$ cat src/rtl/y86_pkg.sv
// rtl/y86_pkg.sv - Y86-64 shared constants, memory-stage state type and access helpers
package y86_pkg;

    localparam logic [3:0] IHALT   = 4'h0;
    localparam logic [3:0] INOP    = 4'h1;
    localparam logic [3:0] IRRMOVQ = 4'h2;
    localparam logic [3:0] IIRMOVQ = 4'h3;
    localparam logic [3:0] IRMMOVQ = 4'h4;
    localparam logic [3:0] IMRMOVQ = 4'h5;
    localparam logic [3:0] IOPQ    = 4'h6;
    localparam logic [3:0] IJXX    = 4'h7;
    localparam logic [3:0] ICALL   = 4'h8;
    localparam logic [3:0] IRET    = 4'h9;
    localparam logic [3:0] IPUSHQ  = 4'hA;
    localparam logic [3:0] IPOPQ   = 4'hB;

    localparam logic [3:0] RNONE   = 4'hF;

    typedef enum logic [1:0] {
        S_IDLE = 2'd0,
        S_WAIT = 2'd1,
        S_DONE = 2'd2,
        S_STOP = 2'd3
    } mem_state_t;

    typedef enum logic [1:0] {
        ACC_NONE  = 2'd0,
        ACC_READ  = 2'd1,
        ACC_WRITE = 2'd2
    } acc_kind_t;

    // Faulted or illegal records never touch memory, whatever their icode.
    function automatic acc_kind_t classify(input logic [3:0] icode,
                                           input logic       instr_valid,
                                           input logic       imem_error);
        acc_kind_t kind;
        kind = ACC_NONE;
        if (instr_valid && !imem_error) begin
            case (icode)
                IMRMOVQ, IPOPQ, IRET:   kind = ACC_READ;
                IRMMOVQ, IPUSHQ, ICALL: kind = ACC_WRITE;
                default:                kind = ACC_NONE;
            endcase
        end
        return kind;
    endfunction

    function automatic logic [63:0] access_addr(input logic [3:0]  icode,
                                                input logic [63:0] val_e,
                                                input logic [63:0] val_a);
        return (icode == IPOPQ || icode == IRET) ? val_a : val_e;
    endfunction

    function automatic logic [63:0] access_wdata(input logic [3:0]  icode,
                                                 input logic [63:0] val_a,
                                                 input logic [63:0] val_p);
        return (icode == ICALL) ? val_p : val_a;
    endfunction

    // Written as addr <= bytes-8 so that addr+8 can never wrap.
    function automatic logic addr_in_range(input logic [63:0] addr,
                                           input logic [63:0] bytes);
        return (bytes >= 64'd8) && (addr <= bytes - 64'd8);
    endfunction

endpackage

$ cat src/rtl/memory_access_if.sv
// rtl/memory_access_if.sv - data-memory request/acknowledge port of the memory stage
interface memory_access_if;
    logic        dmem_req;
    logic        dmem_we;
    logic [63:0] dmem_addr;
    logic [63:0] dmem_wdata;
    logic        dmem_ack;
    logic        dmem_err;
    logic [63:0] dmem_rdata;

    modport master (
        output dmem_req, dmem_we, dmem_addr, dmem_wdata,
        input  dmem_ack, dmem_err, dmem_rdata
    );

    modport slave (
        input  dmem_req, dmem_we, dmem_addr, dmem_wdata,
        output dmem_ack, dmem_err, dmem_rdata
    );
endinterface

$ cat src/rtl/memory_access.sv
// rtl/memory_access.sv - Y86-64 memory stage: one record per handshake, variable-latency data port
module memory_access
    import y86_pkg::*;
#(
    parameter logic [63:0] DMEM_BYTES = 64'd65536,
    parameter int unsigned TIMEOUT    = 255
) (
    input  logic        clk_i,
    input  logic        rst_i,
    input  logic        valid_i,
    output logic        ready_o,
    input  logic [3:0]  icode_i,
    input  logic [63:0] valE_i,
    input  logic [63:0] valA_i,
    input  logic [63:0] valP_i,
    input  logic [3:0]  dstE_i,
    input  logic [3:0]  dstM_i,
    input  logic        instr_valid_i,
    input  logic        imem_error_i,
    memory_access_if.master dmem,
    output logic        valid_o,
    input  logic        ready_i,
    output logic [3:0]  icode_o,
    output logic [63:0] valE_o,
    output logic [63:0] valM_o,
    output logic [3:0]  dstE_o,
    output logic [3:0]  dstM_o,
    output logic        instr_valid_o,
    output logic        imem_error_o,
    output logic        dmem_error_o,
    output logic        halted_o
);

    localparam logic [7:0] TO_LAST = 8'(TIMEOUT - 1);

    mem_state_t  state_q, state_d;
    logic [3:0]  icode_q, icode_d;
    logic [63:0] val_e_q, val_e_d;
    logic [63:0] val_m_q, val_m_d;
    logic [3:0]  dst_e_q, dst_e_d;
    logic [3:0]  dst_m_q, dst_m_d;
    logic        instr_valid_q, instr_valid_d;
    logic        imem_error_q, imem_error_d;
    logic        dmem_error_q, dmem_error_d;
    logic        halted_q, halted_d;
    logic        we_q, we_d;
    logic        is_read_q, is_read_d;
    logic [63:0] addr_q, addr_d;
    logic [63:0] wdata_q, wdata_d;
    logic [7:0]  cnt_q, cnt_d;

    acc_kind_t   acc;
    logic [63:0] in_addr;
    logic        in_range;
    logic        take;
    logic        stop_cond;

    assign ready_o = !halted_q && (state_q == S_IDLE || (state_q == S_DONE && ready_i));
    assign valid_o = (state_q == S_DONE);

    // Request is derived from state so the asynchronous reset drops it at once.
    assign dmem.dmem_req   = (state_q == S_WAIT);
    assign dmem.dmem_we    = we_q;
    assign dmem.dmem_addr  = addr_q;
    assign dmem.dmem_wdata = wdata_q;

    assign icode_o       = icode_q;
    assign valE_o        = val_e_q;
    assign valM_o        = val_m_q;
    assign dstE_o        = dst_e_q;
    assign dstM_o        = dst_m_q;
    assign instr_valid_o = instr_valid_q;
    assign imem_error_o  = imem_error_q;
    assign dmem_error_o  = dmem_error_q;
    assign halted_o      = halted_q;

    assign stop_cond = (icode_q == IHALT) || !instr_valid_q || imem_error_q || dmem_error_q;

    always_comb begin
        state_d       = state_q;
        icode_d       = icode_q;
        val_e_d       = val_e_q;
        val_m_d       = val_m_q;
        dst_e_d       = dst_e_q;
        dst_m_d       = dst_m_q;
        instr_valid_d = instr_valid_q;
        imem_error_d  = imem_error_q;
        dmem_error_d  = dmem_error_q;
        halted_d      = halted_q;
        we_d          = we_q;
        is_read_d     = is_read_q;
        addr_d        = addr_q;
        wdata_d       = wdata_q;
        cnt_d         = cnt_q;
        take          = 1'b0;

        acc      = classify(icode_i, instr_valid_i, imem_error_i);
        in_addr  = access_addr(icode_i, valE_i, valA_i);
        in_range = addr_in_range(in_addr, DMEM_BYTES);

        case (state_q)
            S_IDLE: take = valid_i && !halted_q;
            S_WAIT: begin
                if (dmem.dmem_ack) begin
                    val_m_d      = is_read_q ? dmem.dmem_rdata : 64'd0;
                    dmem_error_d = dmem.dmem_err;
                    state_d      = S_DONE;
                end else if (cnt_q == TO_LAST) begin
                    val_m_d      = 64'd0;
                    dmem_error_d = 1'b1;
                    state_d      = S_DONE;
                end else begin
                    cnt_d = (cnt_q == 8'hFF) ? cnt_q : cnt_q + 8'd1;
                end
            end
            S_DONE: begin
                if (ready_i) begin
                    // Records offered alongside a stopping retire are dropped.
                    if (stop_cond) begin
                        state_d  = S_STOP;
                        halted_d = 1'b1;
                    end else if (valid_i) begin
                        take = 1'b1;
                    end else begin
                        state_d = S_IDLE;
                    end
                end
            end
            default: state_d = S_STOP;
        endcase

        if (take) begin
            icode_d       = icode_i;
            val_e_d       = valE_i;
            dst_e_d       = dstE_i;
            dst_m_d       = dstM_i;
            instr_valid_d = instr_valid_i;
            imem_error_d  = imem_error_i;
            val_m_d       = 64'd0;
            if (acc != ACC_NONE && in_range) begin
                addr_d       = in_addr;
                wdata_d      = access_wdata(icode_i, valA_i, valP_i);
                we_d         = (acc == ACC_WRITE);
                is_read_d    = (acc == ACC_READ);
                cnt_d        = 8'd0;
                dmem_error_d = 1'b0;
                state_d      = S_WAIT;
            end else begin
                dmem_error_d = (acc != ACC_NONE);
                state_d      = S_DONE;
            end
        end
    end

    always_ff @(posedge clk_i or posedge rst_i) begin
        if (rst_i) begin
            state_q       <= S_IDLE;
            icode_q       <= 4'h0;
            val_e_q       <= 64'd0;
            val_m_q       <= 64'd0;
            dst_e_q       <= RNONE;
            dst_m_q       <= RNONE;
            instr_valid_q <= 1'b0;
            imem_error_q  <= 1'b0;
            dmem_error_q  <= 1'b0;
            halted_q      <= 1'b0;
            we_q          <= 1'b0;
            is_read_q     <= 1'b0;
            addr_q        <= 64'd0;
            wdata_q       <= 64'd0;
            cnt_q         <= 8'd0;
        end else begin
            state_q       <= state_d;
            icode_q       <= icode_d;
            val_e_q       <= val_e_d;
            val_m_q       <= val_m_d;
            dst_e_q       <= dst_e_d;
            dst_m_q       <= dst_m_d;
            instr_valid_q <= instr_valid_d;
            imem_error_q  <= imem_error_d;
            dmem_error_q  <= dmem_error_d;
            halted_q      <= halted_d;
            we_q          <= we_d;
            is_read_q     <= is_read_d;
            addr_q        <= addr_d;
            wdata_q       <= wdata_d;
            cnt_q         <= cnt_d;
        end
    end

endmodule

$ cat src/flat_wrapper.sv
// flat-port wrapper written by rule: the top's interface ports become plain ports
module memory_access_flat import y86_pkg::*;
#(
    parameter logic [63:0] DMEM_BYTES = 64'd65536,
    parameter int unsigned TIMEOUT    = 255
)
  (clk_i, rst_i, valid_i, ready_o, icode_i, valE_i, valA_i, valP_i, dstE_i, dstM_i, instr_valid_i, imem_error_i, valid_o, ready_i, icode_o, valE_o, valM_o, dstE_o, dstM_o, instr_valid_o, imem_error_o, dmem_error_o, halted_o, dmem_dmem_req, dmem_dmem_we, dmem_dmem_addr, dmem_dmem_wdata, dmem_dmem_ack, dmem_dmem_err, dmem_dmem_rdata);
  memory_access_if dmem_i ();
  input  logic clk_i;
  input  logic rst_i;
  input  logic valid_i;
  output logic ready_o;
  input  logic [3:0] icode_i;
  input  logic [63:0] valE_i;
  input  logic [63:0] valA_i;
  input  logic [63:0] valP_i;
  input  logic [3:0] dstE_i;
  input  logic [3:0] dstM_i;
  input  logic instr_valid_i;
  input  logic imem_error_i;
  output logic valid_o;
  input  logic ready_i;
  output logic [3:0] icode_o;
  output logic [63:0] valE_o;
  output logic [63:0] valM_o;
  output logic [3:0] dstE_o;
  output logic [3:0] dstM_o;
  output logic instr_valid_o;
  output logic imem_error_o;
  output logic dmem_error_o;
  output logic halted_o;
  output wire logic [$bits(dmem_i.dmem_req)-1:0] dmem_dmem_req;
  output wire logic [$bits(dmem_i.dmem_we)-1:0] dmem_dmem_we;
  output wire logic [$bits(dmem_i.dmem_addr)-1:0] dmem_dmem_addr;
  output wire logic [$bits(dmem_i.dmem_wdata)-1:0] dmem_dmem_wdata;
  input wire logic [$bits(dmem_i.dmem_ack)-1:0] dmem_dmem_ack;
  input wire logic [$bits(dmem_i.dmem_err)-1:0] dmem_dmem_err;
  input wire logic [$bits(dmem_i.dmem_rdata)-1:0] dmem_dmem_rdata;
  assign dmem_dmem_req = dmem_i.dmem_req;
  assign dmem_dmem_we = dmem_i.dmem_we;
  assign dmem_dmem_addr = dmem_i.dmem_addr;
  assign dmem_dmem_wdata = dmem_i.dmem_wdata;
  assign dmem_i.dmem_ack = dmem_dmem_ack;
  assign dmem_i.dmem_err = dmem_dmem_err;
  assign dmem_i.dmem_rdata = dmem_dmem_rdata;
  memory_access #(.DMEM_BYTES(DMEM_BYTES), .TIMEOUT(TIMEOUT)) u_core (.clk_i(clk_i), .rst_i(rst_i), .valid_i(valid_i), .ready_o(ready_o), .icode_i(icode_i), .valE_i(valE_i), .valA_i(valA_i), .valP_i(valP_i), .dstE_i(dstE_i), .dstM_i(dstM_i), .instr_valid_i(instr_valid_i), .imem_error_i(imem_error_i), .dmem(dmem_i), .valid_o(valid_o), .ready_i(ready_i), .icode_o(icode_o), .valE_o(valE_o), .valM_o(valM_o), .dstE_o(dstE_o), .dstM_o(dstM_o), .instr_valid_o(instr_valid_o), .imem_error_o(imem_error_o), .dmem_error_o(dmem_error_o), .halted_o(halted_o));
endmodule
$ cat config.mk
export PLATFORM = sky130hd
export DESIGN_NAME = memory_access_flat
export DESIGN_NICKNAME = d
export VERILOG_FILES = /design/src/rtl/y86_pkg.sv /design/src/rtl/memory_access_if.sv /design/src/rtl/memory_access.sv /design/src/flat_wrapper.sv
export SDC_FILE = /design/constraint.sdc
export NUM_CORES = 1
export LEC_CHECK = 0
export ABC_AREA = 1
export CAP_MARGIN = 30
export CORE_AREA = 2 2 212 214
export CTS_CLUSTER_DIAMETER = 100
export DETAILED_ROUTE_END_ITERATION = 16
export DIE_AREA = 0 0 214 216
export GPL_ROUTABILITY_DRIVEN = 1
export GPL_TIMING_DRIVEN = 0
export PLACE_DENSITY_LB_ADDON = 0.05
export SLEW_MARGIN = 20
export SYNTH_ARGS = -nofsm -noshare
export SYNTH_HDL_FRONTEND = slang
export SYNTH_SLANG_ARGS = --single-unit
$ cat constraint.sdc
create_clock -name clk_i -period 11.32 [get_ports clk_i]
set_input_delay 2.264 -clock clk_i [delete_from_list [all_inputs] [get_ports clk_i]]
set_output_delay 2.264 -clock clk_i [all_outputs]
set_load 0.005 [all_outputs]
Yosys cells after proc, flatten, opt, wreduce, memory -nomap -nowiden
Cells that the tools add are included.
{"block": "word_totals", "regBits": 284, "latch_bits": 0, "mem_bits_rw": 0, "mem_bits_ro": 0, "input_bits": 276, "output_inout_bits": 276, "n_memories": 0}
{"block": "classes", "add_sub_neg": 1, "n_mul": 0, "div_mod_pow": 0, "order_cmp": 1, "n_eq_ne": 16, "shifts": 0, "muxes": 32, "n_bitwise": 0, "reduce_logical": 24}
{"operator": "$mux 64", "n": 7}
{"operator": "$le 64x16->1 const B", "n": 1}
{"operator": "$mux 8", "n": 6}
{"operator": "$eq 4x4->1 const B", "n": 4}
{"operator": "$eq 8x8->1 const B", "n": 2}
{"operator": "$mux 2", "n": 8}
{"operator": "$add 8x1->8 const B", "n": 1}
{"operator": "$eq 4x3->1 const B", "n": 2}
{"operator": "$mux 1", "n": 8}
{"operator": "$pmux 2 s3", "n": 1}
{"operator": "$reduce_or 3->1", "n": 2}
{"operator": "$logic_and 1x1->1", "n": 5}
{"operator": "$logic_or 1x1->1", "n": 5}
{"operator": "$eq 2x1->1 const B", "n": 2}
{"operator": "$eq 2x2->1 const B", "n": 2}
{"operator": "$logic_not 4->1", "n": 1}
{"operator": "$ne 4x1->1 const B", "n": 1}
{"operator": "$ne 4x2->1 const B", "n": 1}
{"operator": "$pmux 2 s2", "n": 1}
{"operator": "$reduce_and 2->1", "n": 2}
{"operator": "$reduce_and 4->1", "n": 1}
{"operator": "$reduce_bool 2->1", "n": 2}
{"operator": "$logic_not 1->1", "n": 3}
{"operator": "$ne 3x1->1 const B", "n": 1}
{"operator": "5 further kinds", "n": 5}

Depth between registers and ports, before layout
{"block": "logic_depth", "ltp_word": 9, "mapped_depth": 16, "depth_no_buf": 13}

Least setup slack after synthesis
OpenSTA, ideal clock, no wires.
{"block": "synth_timing", "kind": "in2out", "startpoint": "in ready_i", "endpoint": "out ready_o", "arrival_time_ps": 2456, "t_required_ps": 9056, "path_slack_ps": 6600, "cell_stages": 2, "path_cell_list": "nand2_1 -> a21oi_1"}
{"block": "synth_via", "elab_chain_len": 3}
{"item": "start, declared", "line": "flat_wrapper.sv:22", "text": "input logic ready_i;"}
{"item": "$logic_and 1x1->1", "line": "memory_access.sv:58", "text": "assign ready_o = !halted_q && (state_q == S_IDLE || (state_q == S_DONE && ready_i));"}
{"item": "$logic_or 1x1->1", "line": "memory_access.sv:58"}
{"item": "$logic_and 1x1->1", "line": "memory_access.sv:58"}
{"item": "end, declared", "line": "flat_wrapper.sv:12", "text": "output logic ready_o;"}
No other way between the ends.

Worst setup path after layout
Same ends and word-level chain as after synthesis.

==> metrics.cfg <==
[status]
outcome = complete, no violations

[sta]
fin_skew_ps = 27.8
timing.slew.headroom = 0.423
hold_violations = 0
rsz0062_at_grt = no
layout_setup_ws_ps = 5430
worstMarginPinSlew_ps = 865
finalSetupViolCount = 0
drv_slew = 0
fmax_mhz = 170
fin_crit_sh = 0.520
fin_crit_ps = 5890
holdWs_ps = 465
setup_tns_ps = 0

[worst_hold_path]
holdPathStages = 2
min_path_type = register to register

[setup_path]
required_ps = 9060
rrSetupSlack_ps = 8160
critPathLaunchType = input port
cp-end-kind = primary output
cp_slowest_stage_delay_ps = 560
slowest_stage = clkdlybuf4s50_1
arrival_ps = 3620
worst-setup-path-type = input port to primary output
crit_fanout = 3
path_common_cell = clkdlybuf4s50_1
ff2ff_path_depth = 11
path_cells = clkdlybuf4s50_1, nand2_1, a21oi_1, clkdlybuf4s50_1

[power]
p_sw_frac = 0.304
pwr-share-clk = 0.312
p_leak_nw = 9.98
p_per_area_nw_per_um2 = 184
p_int_mw = 2.69
pwr-share-comb = 0.317
peakVddDrop_uv = 90.1
power_switching_mw = 1.18
seqPwrFrac = 0.371

[logic_synthesis]
syn_inst = 1621
synth_top_area_frac = 0.516
ys_top_cells_by_area = dfrtp_1 (52%), nand2_1 (17%), mux2_2 (5.4%), nand4_1 (4.6%), nor2_1 (3.4%)
avgSynthCellArea_um2 = 8.27
synth.largest_area_cell = dfrtp_1
ys_ff_latch = 284
synth.net_count = 1903
yosysSeqAreaShare = 0.531
ys_warn_count = 0
ys_types = 38
netlist_area_um2 = 13400

[clock_network]
cts_sinks = 284
cts_setup_buffers = 0
clk_pin_slew_ps = 60
ctsHoldBuffers = 0
numCtsBuffers = 37
h-tree-depth = 2
cts_root_buf = clkbuf_16
cts_resized = 0
cts_tree = built
cts_buffer_depth = 3
clkLatencyLatePin_ps = 550

[place]
pre_cts_ws_ps = 5440
place_congestion = 0.891
dp.cells = 2766
dpl_cell_area_um2 = 19700
dp_hpwl_um = 46800
portBuffers = 550

[detailed_routing]
antenna_left = 0
detail_route.vias_per_cell = 4.72
wl_um = 60000
drc_errors = 0
num_vias = 13400
wire_per_inst_um = 21.1
drt-initial-drc-count = 827
drt_first_pass_iters = 5

[finish]
synthToLayoutAreaGrowth_pct = 56.7
final_area_um2 = 21000
nets = 2495
final_common_cell = nand2_1
layout_common_cells = nand2_1 (604), clkdlybuf4s50_1 (550), dfrtp_1 (276), nor2_1 (123), nand4_1 (98)
fill_cells = 4395
regArea_um2 = 7120
stdcell_count = 2841
multiInputGateArea_um2 = 5370
drive_gt1_frac = 0.104

[floorplanning]
die_area_um2 = 46200
core_area_um2 = 43800
initial_core_util = 0.306
die_w_um = 214
fp-row-count = 77
die_h_um = 216
ios = 552

[global_routing]
grt_pass1_vias = 13900
grt_pass1_wl_um = 88900
grt.overflow.total = 0
grtUsageTotal = 0.256
grt_start_max_net_pins = 91
grt_antenna_before_repair = 11

[run]
maxCapViolCount = 0

## critical path: cells and delay by family
kind / cells / cell delay [ps]
compound gates: 1 / 150
buf+inv: 2 / 1110
simple gates: 1 / 100
## cell type report
type / instances / share of cell area
sequential: 284 / 0.339
clock buffer: 54 / 0.0529
antenna: 8 / 0.000953
buffer: 108 / 0.0253
timing repair buffer: 553 / 0.266
clock inverter: 13 / 0.00643
inverter: 102 / 0.0186
multi-input combinational: 1127 / 0.256
tap: 592 / 0.0353
## sequential cells by signal, indices dropped and copies added (netlist names), 2 cells and up
| name | cells |
|---|---|
| u_core.state_q | 2 |
| u_core.valE_o | 64 |
| u_core.dstM_o | 4 |
| u_core.icode_o | 4 |
| u_core.cnt_q | 8 |
| u_core.dmem.dmem_wdata | 64 |
| u_core.valM_o | 64 |
| u_core.dstE_o | 4 |
| u_core.dmem.dmem_addr | 64 |
## layer usage
layer,up-vias,global-route usage,routed length (um)
met5,-,0,38
met4,6,0.0951,1780
met3,91,0.0724,4800
met2,490,0.439,29300
met1,6391,0.305,24100
li1,6419,-,-
## stage by stage
stage	utilization	total power [mW]
after floorplan	-	1.87
after global placement	0.448	2.66
after detailed placement	0.450	2.69
after CTS	0.479	3.92
after global routing	0.479	4.08
final	0.479	3.87
## power by group through the flow
stage / logic (mW) / clock network, mW / registers, mW
after floorplan: 0.412 / 0 / 1.45
after global placement: 1.22 / 0 / 1.44
after detailed placement: 1.24 / 0 / 1.45
after CTS: 1.24 / 1.24 / 1.44
after global routing: 1.34 / 1.28 / 1.47
final: 1.23 / 1.21 / 1.44
## synthesized netlist by cell type, drive strengths merged
library cell / instances
o21ai: 45
nor2b: 1
a31o: 1
dfrtp: 276
nand3b: 2
a31oi: 3
nor4: 1
nor2: 125
a41oi: 1
dfstp: 8
ha: 6
mux2: 64
xor2: 3
inv: 102
nand2: 604
buf: 53
o31ai: 1
or2: 2
and2: 2
and3: 1
or3: 1
nand3: 90
nand4: 99
nor4b: 1
a21oi: 70
nor3: 4
clkbuf: 55
## final timing paths
path,from,endpoint
max,ready_i,ready_o
min,u_core.dmem.dmem_addr[49]$_DFFE_PP0P_,u_core.dmem.dmem_addr[49]$_DFFE_PP0P_
max reg2reg,u_core.state_q[0]$_DFFE_PP0P_,u_core.valE_o[7]$_DFFE_PP0N_
min reg2reg,u_core.dmem.dmem_addr[49]$_DFFE_PP0P_,u_core.dmem.dmem_addr[49]$_DFFE_PP0P_
max in group asynchronous,rst_i,u_core.dmem.dmem_wdata[41]$_DFFE_PP0P_
min in group asynchronous,rst_i,u_core.dmem.dmem_addr[47]$_DFFE_PP0P_
## cell families (layout without fill, tap and decap cells)
group	count (synthesis)	after routing	synth area share
AO/OA/AOI/OAI	121	121	0.0462
XOR/XNOR	3	3	0.00196
adder cells (fa/ha/maj)	6	6	0.00560
buffers and inverters	210	830	0.0682
flip-flops	284	284	0.531
multiplexers	64	64	0.0538
other	0	8	0
AND/OR/NAND/NOR	933	933	0.293
Note: power is estimated with default switching activity, not from simulation.
